<file path="config.mk">
export PLATFORM = sky130hd
export DESIGN_NAME = icache_mem_arbiter
export DESIGN_NICKNAME = d
export VERILOG_FILES = /design/src/rtl/icache_mem_arbiter.sv
export SDC_FILE = /design/constraint.sdc
export NUM_CORES = 1
export LEC_CHECK = 0
export CORE_ASPECT_RATIO = 1.1
export CORE_UTILIZATION = 47
export DETAILED_ROUTE_END_ITERATION = 6
export PLACE_DENSITY = 0.86
export SLEW_MARGIN = 20
export SYNTH_ARGS = -nofsm -noshare
export SYNTH_HDL_FRONTEND = slang
export SYNTH_SLANG_ARGS = --single-unit
</file>
<file path="constraint.sdc">
create_clock -name CLK -period 5 [get_ports CLK]
set_clock_uncertainty 0.1 [all_clocks]
set_input_delay 0.75 -clock CLK [delete_from_list [all_inputs] [get_ports CLK]]
set_output_delay 0.75 -clock CLK [all_outputs]
set_load 0.05 [all_outputs]
</file>
<file path="src/rtl/icache_mem_arbiter.sv">
// icache_mem_arbiter: shares one single-port memory interface between the
// icache (read-only) and the dcache (read/write) using a request/wait handshake.
// Ties are broken round-robin. A stalled memory access can be aborted by a timeout,
// which sets a sticky error flag.
module icache_mem_arbiter #(
    parameter int WORD_W      = 32,
    parameter int ADDR_W      = 32,
    parameter int MEM_TIMEOUT = 255
) (
    input  logic              CLK,
    input  logic              nRST,
    input  logic              iREN,
    input  logic [ADDR_W-1:0] iaddr,
    output logic              iwait,
    output logic [WORD_W-1:0] iload,
    input  logic              dREN,
    input  logic              dWEN,
    input  logic [ADDR_W-1:0] daddr,
    input  logic [WORD_W-1:0] dstore,
    output logic              dwait,
    output logic [WORD_W-1:0] dload,
    output logic              mem_req,
    output logic              mem_we,
    output logic [ADDR_W-1:0] mem_addr,
    output logic [WORD_W-1:0] mem_wdata,
    input  logic              mem_ready,
    input  logic [WORD_W-1:0] mem_rdata,
    output logic              err
);

    typedef enum logic [1:0] {IDLE, GRANT_I, GRANT_D, RESP} state_t;

    localparam logic [15:0] TIMEOUT_CNT = 16'(MEM_TIMEOUT);
    localparam logic        TIMEOUT_EN  = (MEM_TIMEOUT != 0);

    state_t              r_state, w_state_nxt;
    logic                r_last_d, w_last_d_nxt;   // 1: last grant went to dcache
    logic [15:0]         r_stall, w_stall_nxt;
    logic                r_iwait, w_iwait_nxt;
    logic                r_dwait, w_dwait_nxt;
    logic [WORD_W-1:0]   r_iload, w_iload_nxt;
    logic [WORD_W-1:0]   r_dload, w_dload_nxt;
    logic                r_mem_req, w_mem_req_nxt;
    logic                r_mem_we, w_mem_we_nxt;
    logic [ADDR_W-1:0]   r_mem_addr, w_mem_addr_nxt;
    logic [WORD_W-1:0]   r_mem_wdata, w_mem_wdata_nxt;
    logic                r_err, w_err_nxt;

    logic                w_dreq;
    logic [15:0]         w_stall_inc;
    logic                w_expired;
    logic [WORD_W-1:0]   w_rd;

    // dREN and dWEN together are treated as a write (mem_we follows dWEN)
    assign w_dreq      = dREN | dWEN;
    assign w_stall_inc = r_stall + 16'd1;
    assign w_expired   = TIMEOUT_EN && (w_stall_inc == TIMEOUT_CNT);
    // An aborted access returns zeros as its read data
    assign w_rd        = mem_ready ? mem_rdata : '0;

    // State register and registered outputs
    always_ff @(posedge CLK or negedge nRST) begin
        if (!nRST) begin
            r_state     <= IDLE;
            r_last_d    <= 1'b0;
            r_stall     <= '0;
            r_iwait     <= 1'b1;
            r_dwait     <= 1'b1;
            r_iload     <= '0;
            r_dload     <= '0;
            r_mem_req   <= 1'b0;
            r_mem_we    <= 1'b0;
            r_mem_addr  <= '0;
            r_mem_wdata <= '0;
            r_err       <= 1'b0;
        end else begin
            r_state     <= w_state_nxt;
            r_last_d    <= w_last_d_nxt;
            r_stall     <= w_stall_nxt;
            r_iwait     <= w_iwait_nxt;
            r_dwait     <= w_dwait_nxt;
            r_iload     <= w_iload_nxt;
            r_dload     <= w_dload_nxt;
            r_mem_req   <= w_mem_req_nxt;
            r_mem_we    <= w_mem_we_nxt;
            r_mem_addr  <= w_mem_addr_nxt;
            r_mem_wdata <= w_mem_wdata_nxt;
            r_err       <= w_err_nxt;
        end
    end

    // Next-state and next-output logic; waits are low only for the RESP cycle
    always_comb begin
        w_state_nxt     = r_state;
        w_last_d_nxt    = r_last_d;
        w_stall_nxt     = r_stall;
        w_iwait_nxt     = 1'b1;
        w_dwait_nxt     = 1'b1;
        w_iload_nxt     = r_iload;
        w_dload_nxt     = r_dload;
        w_mem_req_nxt   = r_mem_req;
        w_mem_we_nxt    = r_mem_we;
        w_mem_addr_nxt  = r_mem_addr;
        w_mem_wdata_nxt = r_mem_wdata;
        w_err_nxt       = r_err;
        case (r_state)
            IDLE: begin
                if (iREN || w_dreq) begin
                    // dcache wins when alone, or on a tie if icache had the last grant
                    if (w_dreq && (!iREN || !r_last_d)) begin
                        w_state_nxt     = GRANT_D;
                        w_last_d_nxt    = 1'b1;
                        w_mem_addr_nxt  = daddr;
                        w_mem_we_nxt    = dWEN;
                        w_mem_wdata_nxt = dstore;
                    end else begin
                        w_state_nxt     = GRANT_I;
                        w_last_d_nxt    = 1'b0;
                        w_mem_addr_nxt  = iaddr;
                        w_mem_we_nxt    = 1'b0;
                        w_mem_wdata_nxt = '0;
                    end
                    w_mem_req_nxt = 1'b1;
                    w_stall_nxt   = '0;
                end
            end
            GRANT_I, GRANT_D: begin
                if (mem_ready || w_expired) begin
                    w_mem_req_nxt = 1'b0;
                    w_state_nxt   = RESP;
                    if (!mem_ready)
                        w_err_nxt = 1'b1;
                    if (r_state == GRANT_I) begin
                        w_iwait_nxt = 1'b0;
                        w_iload_nxt = w_rd;
                    end else begin
                        w_dwait_nxt = 1'b0;
                        if (!r_mem_we)
                            w_dload_nxt = w_rd;
                    end
                end else begin
                    w_stall_nxt = w_stall_inc;
                end
            end
            RESP:    w_state_nxt = IDLE;
            default: w_state_nxt = IDLE;
        endcase
    end

    assign iwait     = r_iwait;
    assign dwait     = r_dwait;
    assign iload     = r_iload;
    assign dload     = r_dload;
    assign mem_req   = r_mem_req;
    assign mem_we    = r_mem_we;
    assign mem_addr  = r_mem_addr;
    assign mem_wdata = r_mem_wdata;
    assign err       = r_err;

endmodule

</file>
==> results of run 1 <==
area by class of cell:
cell class,instances,area share
inverters,8,0.003040
clock buffers,19,0.04483
flip-flops and latches,152,0.3853
clock inverters,13,0.01634
repair buffers,273,0.2747
multi-input cells,337,0.2525
well taps,184,0.02330
critical path, stage by stage, from the launching register on:
cell     delay [ns]
dfrtp_1        0.48
ha_1           0.26
nand3_2        0.18
or2_0          0.44
o31ai_4        0.31
nand4_2        0.17
o21ai_4        0.49
nand2_4        0.38
a32o_1         0.33
per-stage QoR:
stage	setup WS, ns	power (mW)	utilization	area (µm²)	cells
2_1_floorplan	2.592	4.947	-	6576	550
3_3_place_gp	1.800	6.306	0.6902	9271	954
3_5_place_dp	1.649	6.419	0.6902	9271	954
4_1_cts	1.826	7.747	0.7352	9876	986
5_1_grt	1.554	8.039	0.7355	9879	986
6_report	1.731	7.702	0.7355	9879	986
power groups by stage:
stage	logic (mW)	registers, mW	clock network, mW
6_report	4.32	2.07	1.31
5_1_grt	4.53	2.13	1.38
4_1_cts	4.35	2.07	1.33
3_5_place_dp	4.33	2.09	0
3_3_place_gp	4.24	2.06	0
2_1_floorplan	1.23	3.71	0
final timing paths:
check	cells after the start	to	slack [ns]	startpoint
min	1	mem_wdata[20]	0.34	nRST
max reg2reg	8	iload[5]	1.73	r_stall[1]
min reg2reg	2	mem_addr[26]	0.38	mem_addr[26]
max	8	iload[5]	1.73	r_stall[1]
min in group CLK	2	mem_addr[26]	0.38	mem_addr[26]
max in group asynchronous	2	iwait	3.34	nRST
registers in the layout, summed over array words and instances, names as in the netlist:
signal / cells
err: 1
mem_addr: 32
iload: 32
r_state: 2
mem_wdata: 32
mem_we: 1
iwait: 1
r_stall: 16
dload: 32
mem_req: 1
r_last_d: 1
dwait: 1
metal layers:
layer	track usage	part of all wire	vias to the layer above
met5	0	0	-
li1	-	-	2553
met2	0.4695	0.52	272
met1	0.3209	0.38	2760
met3	0.05197	0.068	45
met4	0.1222	0.031	0
Yosys cell counts, types with 2 or more instances:
library cell	count
xor2_1	3
ha_1	5
or4_1	4
dfstp_2	2
dfrtp_1	150
mux2i_1	35
a31o_2	3
o31ai_1	2
inv_1	8
a32o_1	64
nand3_2	2
a21oi_1	7
nand2_1	57
nor2_1	9
clkbuf_1	40
a21o_1	6
or3_1	4
buf_1	3
nor3_1	8
xnor2_1	4
nand2_4	2
nand4_1	4
buf_2	2
o211ai_1	3
buf_6	7
nand3_1	8
o21ai_0	42
a22oi_1	2
and2_1	2
nor4_1	7
a22o_1	36
logic make-up after synthesis:
group | after synthesis
flops | 152
xor+xnor | 7
mux | 36
compound gates | 174
simple gates | 115
fa+ha+maj | 5
buf+inv | 61
==> flow_metrics.env, run 1 <==
export IMPL_grt_overflow=0
export IMPL_drt_iter0_markers=470
export IMPL_async_flop_share=1.000
export IMPL_hold_class="input pin to asynchronous set/reset pin"
export IMPL_slew_viol_final=0
export IMPL_fp_dieW_um=114.8
export IMPL_holdBufCountCts=0
export IMPL_drc=0
export IMPL_synthSimpleGateAreaFrac=0.08847
export IMPL_period_needed_ns=3.269
export IMPL_grt_pass1_vias=5818
export IMPL_seqPwrFrac=0.269
export IMPL_synth_xor_area_frac=0.009323
export IMPL_synth_top_area_cell="dfrtp_1"
export IMPL_insertion_delay_ns=0.41
export IMPL_ys_seq_area_frac=0.5788
export IMPL_drt_pre_antenna_iters=4
export IMPL_clock_sinks=152
export IMPL_p_sw_frac=0.4806
export IMPL_netlist_instances=550
export IMPL_synth_area_mux_share=0.05498
export IMPL_numCtsBuffers=17
export IMPL_layout_drive_gt1_share=0.07481
export IMPL_cts_setup_buffers=0
export IMPL_synth_top_cell_area_share=0.5708
export IMPL_hpwl_um=13390
export IMPL_crit_arrival_ns=3.47
export IMPL_ant_nets=0
export IMPL_die_y_um=126.1
export IMPL_synth_nets=689
export IMPL_p_per_area_mw_per_mm2=779.6
export IMPL_vias=5630
export IMPL_grt_max_degree=114
export IMPL_comb_power_share=0.561
export IMPL_p_int_mw=4.000
export IMPL_setup_violations=0
export IMPL_synthAdderAreaFrac=0.009513
export IMPL_drv_cap=0
export IMPL_die_area_mm2=0.01447
export IMPL_whs_ns=0.3396
export IMPL_cts_resized=0
export IMPL_cp_end_kind="register"
export IMPL_viasPerCell=5.710
export IMPL_hold_violations=0
export IMPL_switchingPower_mw=3.701
export IMPL_required_ns=5.20
export IMPL_fin_crit_sh=0.6537
export IMPL_synth_top_flop_cell="dfrtp_1"
export IMPL_initial_core_util=0.4896
export IMPL_cts_buffer_depth=2
export IMPL_synth_distinct_cells=50
export IMPL_synth_area_mm2=0.006576
export IMPL_synth_edf_count=0
export IMPL_crit_path_start_kind="register"
export IMPL_multi_input_comb_area_mm2=0.002495
export IMPL_seqCellArea_mm2=0.003806
export IMPL_io_pin_count=267
export IMPL_clock_root_buffer="clkbuf_16"
export IMPL_coreArea_mm2=0.01343
export IMPL_worst_slew_pin_slew_ns=0.9392
export IMPL_fillers=895
export IMPL_drt_total_wl_um=18790
export IMPL_io_buffers=266
export IMPL_path_clk_slew_ns=0.07
export IMPL_synth_area_leaders="dfrtp_1, a32o_1, mux2i_1"
export IMPL_gp_congestion=0.8753
export IMPL_diodes=0
export IMPL_synth_compound_area_share=0.2156
export IMPL_htree_levels=4
export IMPL_power_leakage_nw=4.273
export IMPL_avgRoutedWirePerCell_um=19.06
export IMPL_rows=44
export IMPL_ys_warn_count=0
export IMPL_cts_tree="done"
export IMPL_antenna_found_initial=0
export IMPL_critPathKind="register to register"
export IMPL_syn_to_final_growth_pct=50.23
export IMPL_final_cell_mix="clkdlybuf4s50_1, dfrtp_1, a32o_1"
export IMPL_p_clk_frac=0.170
export IMPL_fmax_mhz=305.9
export IMPL_grt_pass1_wl_um=29830
export IMPL_rsz0062_at_grt="false"
export IMPL_status="completed"
export IMPL_ys_ff_latch=152
export IMPL_mostFrequentLayoutCell="clkdlybuf4s50_1"
export IMPL_path_max_fanout=33
export IMPL_relSlewSlack=0.3739
export IMPL_ir_drop_uv=428.7
export IMPL_track_usage=0.2694
export IMPL_synth_top_family_by_area="compound AO/OA/AOI/OAI gates"
export IMPL_avgSynthCellArea_um2=11.96
export IMPL_nets=928
export IMPL_tns_ns=0
Note: power is estimated with default switching activity, not from simulation.
==> run 2: changes to the inputs <==
- CORE_UTILIZATION: 47 -> 43
- PLACE_DENSITY: 0.86 -> 0.8
- clock period: 5 -> 3.2 ns (I/O delays scaled with it)
==> run 2 against run 1 <==
Effect of this change:
- combinational power is 58% higher
- sequential share of layout area is 0.27 points lower
- power is 57% higher
- count of clock-buffer cells in the layout is 2 higher
- sequential cell count stayed put
- worst setup slack worse by 1.3 ns
- final cell count is 1.6% higher
- sequential power is 57% higher
- critical endpoint is now iload[19]
- clock power is 53% higher
- via count is 0.46% lower
- global-route usage is 2.7 points lower
- die area is 9.1% higher
==> flow_metrics.env, run 2 (synthesis gave the netlist of run 1 again) <==
export IMPL_crit_arrival_ns=2.95
export IMPL_nets=933
export IMPL_track_usage=0.2421
export IMPL_setup_violations=0
export IMPL_path_max_fanout=33
export IMPL_cts_tree="done"
export IMPL_crit_cells=8
export IMPL_cts_resized=0
export IMPL_placed_cells=971
export IMPL_cp_startpoint="r_stall[1]"
export IMPL_holdBufCountCts=0
export IMPL_whs_ns=0.002640
export IMPL_htree_levels=4
export IMPL_die_area_mm2=0.01579
export IMPL_rsz0062_at_grt="false"
export IMPL_grt_overflow=0
export IMPL_antenna_found_initial=0
export IMPL_critPathKind="register to register"
export IMPL_cts_buffer_depth=2
export IMPL_reg2reg_depth=8
export IMPL_initial_core_util=0.4385
export IMPL_numCtsBuffers=17
export IMPL_layout_drive_gt1_share=0.08065
export IMPL_fin_crit_sh=0.8605
export IMPL_drt_total_wl_um=18700
export IMPL_hold_violations=0
export IMPL_required_ns=3.40
export IMPL_crit_slowest_cell="dfrtp_1"
export IMPL_clock_sinks=152
export IMPL_rrSetupSlack_ns=0.45
export IMPL_layout_cells_non_filler=1002
export IMPL_slowest_delay_ns=0.45
export IMPL_cts_setup_buffers=0
export IMPL_power_leakage_nw=4.306
export IMPL_clock_root_buffer="clkbuf_16"
export IMPL_rr_startpoint="r_stall[1]"
export IMPL_diodes=0
export IMPL_drv_cap=0
export IMPL_gp_congestion=0.8962
export IMPL_path_clk_slew_ns=0.06
export IMPL_worstSetupEndpoint="iload[19]"
export IMPL_fp_dieW_um=119.9
export IMPL_switchingPower_mw=5.742
export IMPL_grt_max_degree=99
export IMPL_grt_pass1_wl_um=29560
export IMPL_p_per_area_mw_per_mm2=1214
export IMPL_hold_class="input pin to asynchronous set/reset pin"
export IMPL_vias=5604
export IMPL_fillers=1129
export IMPL_ant_nets=0
export IMPL_syn_to_final_growth_pct=51.27
export IMPL_stdcell_area_mm2=0.009948
export IMPL_worst_slew_pin_slew_ns=0.7835
export IMPL_coreArea_mm2=0.01500
export IMPL_p_sw_frac=0.4755
export IMPL_p_int_mw=6.333
export IMPL_status="completed"
export IMPL_viasPerCell=5.593
export IMPL_power_mw=12.08
export IMPL_cp_end_kind="register"
export IMPL_grt_pass1_vias=5655
export IMPL_ir_drop_uv=609.0
export IMPL_reg2reg_to="iload[19]"
export IMPL_path_cells="ha_1 > nand3_2 > or2_0 > o31ai_4 > nand4_2 > o21ai_4 > nand2_4 > a32o_1"
export IMPL_fmax_mhz=363.1
export IMPL_drc=0
export IMPL_dpl_cell_area_mm2=0.009349
export IMPL_hpwl_um=13310
export IMPL_comb_power_share=0.564
export IMPL_insertion_delay_ns=0.42
export IMPL_drt_iter0_markers=331
export IMPL_cp_top_family="simple AND/OR/NAND/NOR gates"
export IMPL_crit_path_start_kind="register"
export IMPL_io_buffers=266
export IMPL_tns_ns=0
export IMPL_drt_pre_antenna_iters=6
export IMPL_io_pin_count=267
export IMPL_relSlewSlack=0.4777
export IMPL_rows=47
export IMPL_seqPwrFrac=0.269
export IMPL_slew_viol_final=0
export IMPL_p_clk_frac=0.167
export IMPL_critPathBufInv=0
export IMPL_final_cell_mix="clkdlybuf4s50_1, dfrtp_1, a32o_1"
export IMPL_die_y_um=131.7
export IMPL_period_needed_ns=2.754
export IMPL_avgRoutedWirePerCell_um=18.66
export IMPL_mostFrequentLayoutCell="clkdlybuf4s50_1"
## run 2: changes by cell type in the layout (fill, tap and decap cells not counted), moves of 2 or more
| cell | delta |
|---|---|
| buf_12 | +2 |
| buf_4 | +3 |
| clkbuf_8 | +2 |
| clkinv_2 | +2 |
| inv_8 | -4 |
## run 2: worst reg2reg max path: stages, from the launching register on
cell     delay, ns
dfrtp_1       0.45
ha_1          0.24
nand3_2       0.16
or2_0         0.42
o31ai_4       0.28
nand4_2       0.15
o21ai_4       0.24
nand2_4       0.27
a32o_1        0.33
## run 2: worst min-delay path by stage
stage,to,slack (ns)
final,dload[6],0.003
after CTS,mem_addr[31],0.04
after detailed placement,mem_addr[15],0.37
after global placement,err,0.36
after floorplan,dload[0],0.08
after global routing,dload[1],0.06
## run 2: power groups by stage
stage	Combinational [mW]	Clock, mW	Sequential (mW)
after floorplan	1.93	0	5.80
after global placement	6.71	0	3.22
after detailed placement	6.85	0	3.26
after CTS	6.85	2.05	3.25
after global routing	7.12	2.13	3.34
final	6.81	2.01	3.25
## run 2: layout make-up
class | instances | area, µm² | share of cell area
well taps | 196 | 245.2 | 0.02465
multi-input cells | 337 | 2495 | 0.2508
repair buffers | 278 | 2774 | 0.2788
clock buffers | 21 | 480.5 | 0.04830
inverters | 8 | 30.03 | 0.003018
clock inverters | 10 | 117.6 | 0.01182
flip-flops and latches | 152 | 3806 | 0.3826
## run 2: through the flow
stage | utilization | setup slack [ns]
2_1_floorplan | - | 0.7923
3_3_place_gp | 0.6234 | 0.5018
3_5_place_dp | 0.6234 | 0.4428
4_1_cts | 0.6633 | 0.4691
5_1_grt | 0.6634 | 0.2741
6_report | 0.6634 | 0.4463
## run 2: layer usage
metal,wire length (µm),up-vias,track usage
li1,-,2560,-
met1,7290,2777,0.2906
met2,9685,241,0.4119
met3,1324,26,0.06293
met4,395,0,0.09583
met5,0,-,0
